--- config.mk ---
export PLATFORM = sky130hd
export DESIGN_NAME = exhaustive_pattern_signature
export DESIGN_NICKNAME = d
export VERILOG_FILES = /design/src/rtl/trojan_bench_pkg.sv /design/src/rtl/misr_compactor.sv /design/src/rtl/exhaustive_pattern_signature.sv
export SDC_FILE = /design/constraint.sdc
export NUM_CORES = 1
export LEC_CHECK = 0
export BUFFER_PORTS_ARGS = -buffer_cell sky130_fd_sc_hd__buf_2
export CAP_MARGIN = 20
export CORE_MARGIN = 3
export CORE_UTILIZATION = 30
export CTS_BUF_LIST = sky130_fd_sc_hd__clkbuf_2 sky130_fd_sc_hd__clkbuf_4 sky130_fd_sc_hd__clkbuf_8
export DETAILED_ROUTE_END_ITERATION = 7
export PLACE_DENSITY_LB_ADDON = 0.2
export SYNTH_ARGS = -nofsm -noshare
export SYNTH_HDL_FRONTEND = slang
export SYNTH_HIERARCHICAL = 1
export SYNTH_SLANG_ARGS = --single-unit
--- constraint.sdc ---
create_clock -name CK -period 2.1 [get_ports CK]
set_clock_uncertainty 0.1 [all_clocks]
set_input_delay 0.105 -clock CK [delete_from_list [all_inputs] [get_ports CK]]
set_output_delay 0.105 -clock CK [all_outputs]
set_load 0.02 [all_outputs]
--- src/rtl/trojan_bench_pkg.sv ---
// Shared types and defaults for the exhaustive pattern / signature bench stage.
//   state_t          : sequencer states (IDLE, SETTLE, CAPTURE, DONE)
//   DEFAULT_SIG_POLY : default MISR feedback polynomial (CRC-16-CCITT taps)
//   DEFAULT_SIG_SEED : default signature start value
package trojan_bench_pkg;

  typedef enum logic [1:0] {
    IDLE    = 2'd0,
    SETTLE  = 2'd1,
    CAPTURE = 2'd2,
    DONE    = 2'd3
  } state_t;

  localparam logic [15:0] DEFAULT_SIG_POLY = 16'h1021;
  localparam logic [15:0] DEFAULT_SIG_SEED = 16'h0000;

endpackage

--- src/rtl/misr_compactor.sv ---
// Multiple-input signature register. Each enabled cycle shifts the signature left, folds in
// the polynomial when the outgoing MSB is set, and XORs in the zero-extended response.
//   CK        in  clock, rising edge
//   reset     in  asynchronous, active-high; signature returns to SIG_SEED
//   clear     in  load seed (wins over enable)
//   seed      in  value loaded by clear
//   enable    in  compact data into the signature this cycle
//   data      in  response word, N_OUT bits
//   signature out current signature
module misr_compactor
  import trojan_bench_pkg::*;
#(
  parameter int unsigned       SIG_W    = 16,
  parameter int unsigned       N_OUT    = 1,
  parameter logic [SIG_W-1:0]  SIG_POLY = SIG_W'(DEFAULT_SIG_POLY),
  parameter logic [SIG_W-1:0]  SIG_SEED = SIG_W'(DEFAULT_SIG_SEED)
) (
  input  logic             CK,
  input  logic             reset,
  input  logic             clear,
  input  logic [SIG_W-1:0] seed,
  input  logic             enable,
  input  logic [N_OUT-1:0] data,
  output logic [SIG_W-1:0] signature
);

  logic [SIG_W-1:0] sig_q, sig_d;
  logic [SIG_W-1:0] data_ext;
  logic [SIG_W-1:0] feedback;

  assign data_ext = SIG_W'(data);
  assign feedback = sig_q[SIG_W-1] ? SIG_POLY : '0;

  always_comb begin
    sig_d = sig_q;
    if (clear) begin
      sig_d = seed;
    end else if (enable) begin
      sig_d = {sig_q[SIG_W-2:0], 1'b0} ^ feedback ^ data_ext;
    end
  end

  always_ff @(posedge CK or posedge reset) begin
    if (reset) begin
      sig_q <= SIG_SEED;
    end else begin
      sig_q <= sig_d;
    end
  end

  assign signature = sig_q;

endmodule

--- src/rtl/exhaustive_pattern_signature.sv ---
// Stimulus/response stage wrapped around a combinational DUT. Walks every N_IN-bit pattern in
// ascending order, holds each for SETTLE_CYCLES cycles, captures the response, compacts it
// into a MISR signature and streams (pattern, response) pairs.
//   CK           in  clock, rising edge
//   reset        in  asynchronous, active-high
//   start        in  begin a run (honoured only in IDLE or DONE)
//   dut_in       out pattern driven to the DUT
//   dut_out      in  DUT response, sampled only in CAPTURE
//   busy         out high in SETTLE and CAPTURE
//   done         out high in DONE until next start or reset
//   signature    out MISR value, final once done is high
//   cap_valid    out one-cycle pulse per captured pattern
//   cap_pattern  out pattern belonging to cap_valid
//   cap_response out response belonging to cap_valid
module exhaustive_pattern_signature
  import trojan_bench_pkg::*;
#(
  parameter int unsigned      N_IN          = 3,
  parameter int unsigned      N_OUT         = 1,
  parameter int unsigned      SETTLE_CYCLES = 1,
  parameter int unsigned      SIG_W         = 16,
  parameter logic [SIG_W-1:0] SIG_POLY      = SIG_W'(DEFAULT_SIG_POLY),
  parameter logic [SIG_W-1:0] SIG_SEED      = SIG_W'(DEFAULT_SIG_SEED)
) (
  input  logic             CK,
  input  logic             reset,
  input  logic             start,
  output logic [N_IN-1:0]  dut_in,
  input  logic [N_OUT-1:0] dut_out,
  output logic             busy,
  output logic             done,
  output logic [SIG_W-1:0] signature,
  output logic             cap_valid,
  output logic [N_IN-1:0]  cap_pattern,
  output logic [N_OUT-1:0] cap_response
);

  // Counter value on the final SETTLE cycle of a pattern.
  localparam logic [7:0] SettleLast = 8'(SETTLE_CYCLES - 1);

  state_t           state_q, state_d;
  logic [N_IN-1:0]  dut_in_q, dut_in_d;
  logic [7:0]       settle_cnt_q, settle_cnt_d;
  logic             busy_q, busy_d;
  logic             done_q, done_d;
  logic             cap_valid_q, cap_valid_d;
  logic [N_IN-1:0]  cap_pattern_q, cap_pattern_d;
  logic [N_OUT-1:0] cap_response_q, cap_response_d;
  logic             misr_clear;
  logic             misr_enable;

  always_comb begin
    state_d        = state_q;
    dut_in_d       = dut_in_q;
    settle_cnt_d   = settle_cnt_q;
    done_d         = done_q;
    cap_valid_d    = 1'b0;
    cap_pattern_d  = cap_pattern_q;
    cap_response_d = cap_response_q;
    misr_clear     = 1'b0;
    misr_enable    = 1'b0;

    unique case (state_q)
      IDLE, DONE: begin
        if (start) begin
          misr_clear   = 1'b1;
          dut_in_d     = '0;
          settle_cnt_d = '0;
          done_d       = 1'b0;
          state_d      = SETTLE;
        end
      end
      SETTLE: begin
        settle_cnt_d = settle_cnt_q + 8'd1;
        if (settle_cnt_q == SettleLast) begin
          state_d = CAPTURE;
        end
      end
      CAPTURE: begin
        misr_enable    = 1'b1;
        cap_valid_d    = 1'b1;
        cap_pattern_d  = dut_in_q;
        cap_response_d = dut_out;
        // Last pattern parks dut_in rather than wrapping to zero.
        if (dut_in_q == '1) begin
          state_d = DONE;
          done_d  = 1'b1;
        end else begin
          dut_in_d     = dut_in_q + 1'b1;
          settle_cnt_d = '0;
          state_d      = SETTLE;
        end
      end
      default: state_d = IDLE;
    endcase

    busy_d = (state_d == SETTLE) || (state_d == CAPTURE);
  end

  always_ff @(posedge CK or posedge reset) begin
    if (reset) begin
      state_q        <= IDLE;
      dut_in_q       <= '0;
      settle_cnt_q   <= '0;
      busy_q         <= 1'b0;
      done_q         <= 1'b0;
      cap_valid_q    <= 1'b0;
      cap_pattern_q  <= '0;
      cap_response_q <= '0;
    end else begin
      state_q        <= state_d;
      dut_in_q       <= dut_in_d;
      settle_cnt_q   <= settle_cnt_d;
      busy_q         <= busy_d;
      done_q         <= done_d;
      cap_valid_q    <= cap_valid_d;
      cap_pattern_q  <= cap_pattern_d;
      cap_response_q <= cap_response_d;
    end
  end

  misr_compactor #(
    .SIG_W    (SIG_W),
    .N_OUT    (N_OUT),
    .SIG_POLY (SIG_POLY),
    .SIG_SEED (SIG_SEED)
  ) u_misr (
    .CK        (CK),
    .reset     (reset),
    .clear     (misr_clear),
    .seed      (SIG_SEED),
    .enable    (misr_enable),
    .data      (dut_out),
    .signature (signature)
  );

  assign dut_in       = dut_in_q;
  assign busy         = busy_q;
  assign done         = done_q;
  assign cap_valid    = cap_valid_q;
  assign cap_pattern  = cap_pattern_q;
  assign cap_response = cap_response_q;

endmodule

==> results.md <==
- Status: finished, final reports clean
- Fin cells: 308
- Worst hold path type: input pin to flip-flop
- Worst setup EP type: flip-flop
- DP HPWL: 2.82 mm
- Crit path launch type: flip-flop
- Most frequent cells in the layout: dfrtp_1, buf_2, nand2_1
- Adder-Cell Fraction of Synth Area: 4.04%
- Vias per cell: 4.59
- Hold_ws: 0.0975 ns
- TritonCTS clock tree: built
- Hold path startpoint: start
- RSZ-0062 raised after global routing: no
- Setup_tns: 0 ns
- Worst r2r dst: settle_cnt_q[7]$_DFFE_PP0P_
- Post-synthesis cell area: 1860 um^2
- EDFF count, synth: 0
- Hold Violations, Final: 0
- Avg Cell Area, Syn: 10.4 um^2
- XOR/XNOR Fraction of Synth Area: 1.41%
- CTS Root Cell: clkbuf_8
- Initial antenna violation count: 0
- IO Pins: 30
- Inst Count DP: 298
- GRT overflow: 0
- Vias in the first global route: 1365
- Number of placement rows: 28
- Tot GR Track Use: 11.8%
- Drt total wl: 3.92 mm
- Register Area: 901 um^2
- Largest net degree at the start of global routing: 21
- Ys Warns: 6
- FF+latch count, synth: 36
- Initial core utilization: 31.2%
- # setup viols final: 0
- Data arrival, critical path: 2.08 ns
- Power Density: 601 nW/um^2
- Combinational family with the most area after synthesis: simple AND/OR/NAND/NOR gates
- Nets: 242
- Minimum clock period: 1.96 ns
- Crit path largest cell delay: 0.52 ns
- CP cell instances: ha_1, ha_1, nand2_1, nand3_2, or4_1, nand3_1
- Max_slew headroom: 48.3%
- DIE HEIGHT: 84.7 um
- Compound-Gate Fraction of Synth Area: 15.3%
- Multi-input gate area: 920 um^2
- H-Tree Depth: 2
- Max cap viols: 0
- Final period util: 93.1%
- Reg2Reg Launch Point: dut_in[0]$_DFFE_PP0P_
- Worst path bufs/invs: 0
- Worst Reg-to-Reg Cells: 6
- Worst Hold Depth: 4
- ANT cells: 0
- WP data required: 2.22 ns
- Post-synth cell types: 44
- CP Class: flip-flop to flip-flop
- Ys flop type: dfrtp_1
- CP Depth: 6
- Critical path's slowest cell: or4_1
- Starting DRT DRC Count: 77
- Simple-gate share of the synthesized area: 15.8%
- Total number of vias: 1414
- First-pass GRT wire length: 6.75 mm
- Routability Congestion: 0.763
- Area delta synth->final: 24.1%
- Clock tree buffer depth: 2
- Max Clk Rate: 0.511 GHz
- Most common cell after layout, fill and taps aside: dfrtp_1
- Chip width: 84.7 um
- Crit path max-delay family: simple AND/OR/NAND/NOR gates
- Total CTS buffers: 5
- Port bufs: 29
- Slew @ Worst Pin: 0.775 ns
- Die area: 7180 um^2
- Skew-Pair Late Insertion Delay: 0.29 ns
- CTS clk-pin slew, worst paths: 0.07 ns
- Worst R2R Setup Slack: 0.14 ns
- Num Clock Sinks: 36
- Routed Antenna Nets: 0
- Final Max Tran Viols: 0
- TritonRoute pass-1 iters: 5
- Cells after Synth: 178
- Core area: 5960 um^2
- Mux cell area share after synthesis: 9.42%
- DRC errors left: 0
- Share of layout cells above drive strength 1: 24.9%
- Post-CTS setup buffers: 0
- Ys async rst share: 100%
- Routed len/inst: 12.7 um
- Critical path peak fanout: 6
- WHS Endpoint: done$_DFFE_PP0P_
- Leakage Power: 1.02 nW
- Sequential fraction of the synthesis area: 48.5%
- Most Frequent Cell on Critical Path: ha_1
- # fillers: 605
- Max VDD drop: 310 uV
## power by group
| group | switching (mW) | internal [mW] |
|---|---|---|
| clock | 0.249 | 0.419 |
| combinational | 0.0194 | 0.00576 |
| sequential | 0 | 0.693 |
| total | 0.268 | 1.12 |
## registers in the layout, indices dropped and copies added (netlist names)
register / count
busy: 1
cap_pattern: 3
cap_response: 1
cap_valid: 1
done: 1
dut_in: 3
settle_cnt_q: 8
state_q: 2
u_misr/signature: 16
## worst min-delay path, cell delays in order
cell and delay [ns]:
buf_2 0.11, nand2_1 0.08, a21oi_1 0.07, nor2_1 0.07
## Yosys cell counts, drive strengths merged (2+ instances only)
cell type	number	area, um^2
a21oi	5	25.0
a32o	2	20.0
and2	2	12.5
and3	2	12.5
buf	7	62.6
dfrtp	36	901
ha	6	75.1
inv	9	33.8
mux2	4	45.0
mux2i	13	130
nand2	25	93.8
nand2b	2	15.0
nand3	8	40.0
nor2	2	7.51
o211ai	5	42.5
o21ai	23	115
o221ai	2	17.5
or3b	3	26.3
xnor2	3	26.3
## worst max path at each step
stage,endpoint,start,slack (ns)
floorplan,settle_cnt_q[7]$_DFFE_PP0P_,dut_in[0]$_DFFE_PP0P_,0.18
global placement,settle_cnt_q[7]$_DFFE_PP0P_,dut_in[0]$_DFFE_PP0P_,0.14
detailed placement,settle_cnt_q[7]$_DFFE_PP0P_,dut_in[0]$_DFFE_PP0P_,0.11
CTS,settle_cnt_q[7]$_DFFE_PP0P_,dut_in[0]$_DFFE_PP0P_,0.09
global route,settle_cnt_q[7]$_DFFE_PP0P_,dut_in[0]$_DFFE_PP0P_,0.03
finish,settle_cnt_q[7]$_DFFE_PP0P_,dut_in[0]$_DFFE_PP0P_,0.14
## routing by layer
metal  part of all wire (%)  up-vias  routed length (um)  global-route usage (%)
met5                      0        -                   0                       0
met4                    1.6        0                  61                    4.75
met1                     50      654                1970                    16.6
met3                    3.7        7                 144                    3.04
li1                       -      729                   -                       -
met2                     44       24                1740                    17.4
## cells by family (layout without fill, tap and decap cells)
group | Yosys count | count (layout)
adders and majority gates | 6 | 6
and+or+nand+nor | 53 | 53
other | 1 | 16
AOI/OAI and AO/OA | 45 | 45
DFF | 36 | 36
buffers and inverters | 17 | 57
xor gates and xnor gates | 3 | 3
muxes | 17 | 17
## through the flow
step / worst slack [ns] / util, % / power, mW / cell area, um^2
finish: 0.145 / 38.7 / 1.39 / 2310
global route: 0.0270 / 38.7 / 1.44 / 2310
CTS: 0.0930 / 38.7 / 1.40 / 2300
detailed placement: 0.106 / 36.2 / 0.730 / 2160
global placement: 0.135 / 36.2 / 0.730 / 2160
floorplan: 0.178 / - / 0.721 / 1920
## final cells by class
cell class	count	area share, %
Clock buffer	7	4.18
Clock inverter	1	1.30
Inverter	9	1.46
Multi-Input combinational cell	140	39.9
Sequential cell	36	39.0
Tap cell	75	4.07
Timing Repair Buffer	40	10.1
## what timing repair did
| action | CTS | global route |
|---|---|---|
| setup endpoints to repair | 0 | 1 |
| hold endpoints to repair | 37 | 0 |
| hold buffers | 2 | 0 |
| gates resized for setup | 0 | 1 |
Note: power is estimated with default switching activity, not from simulation.
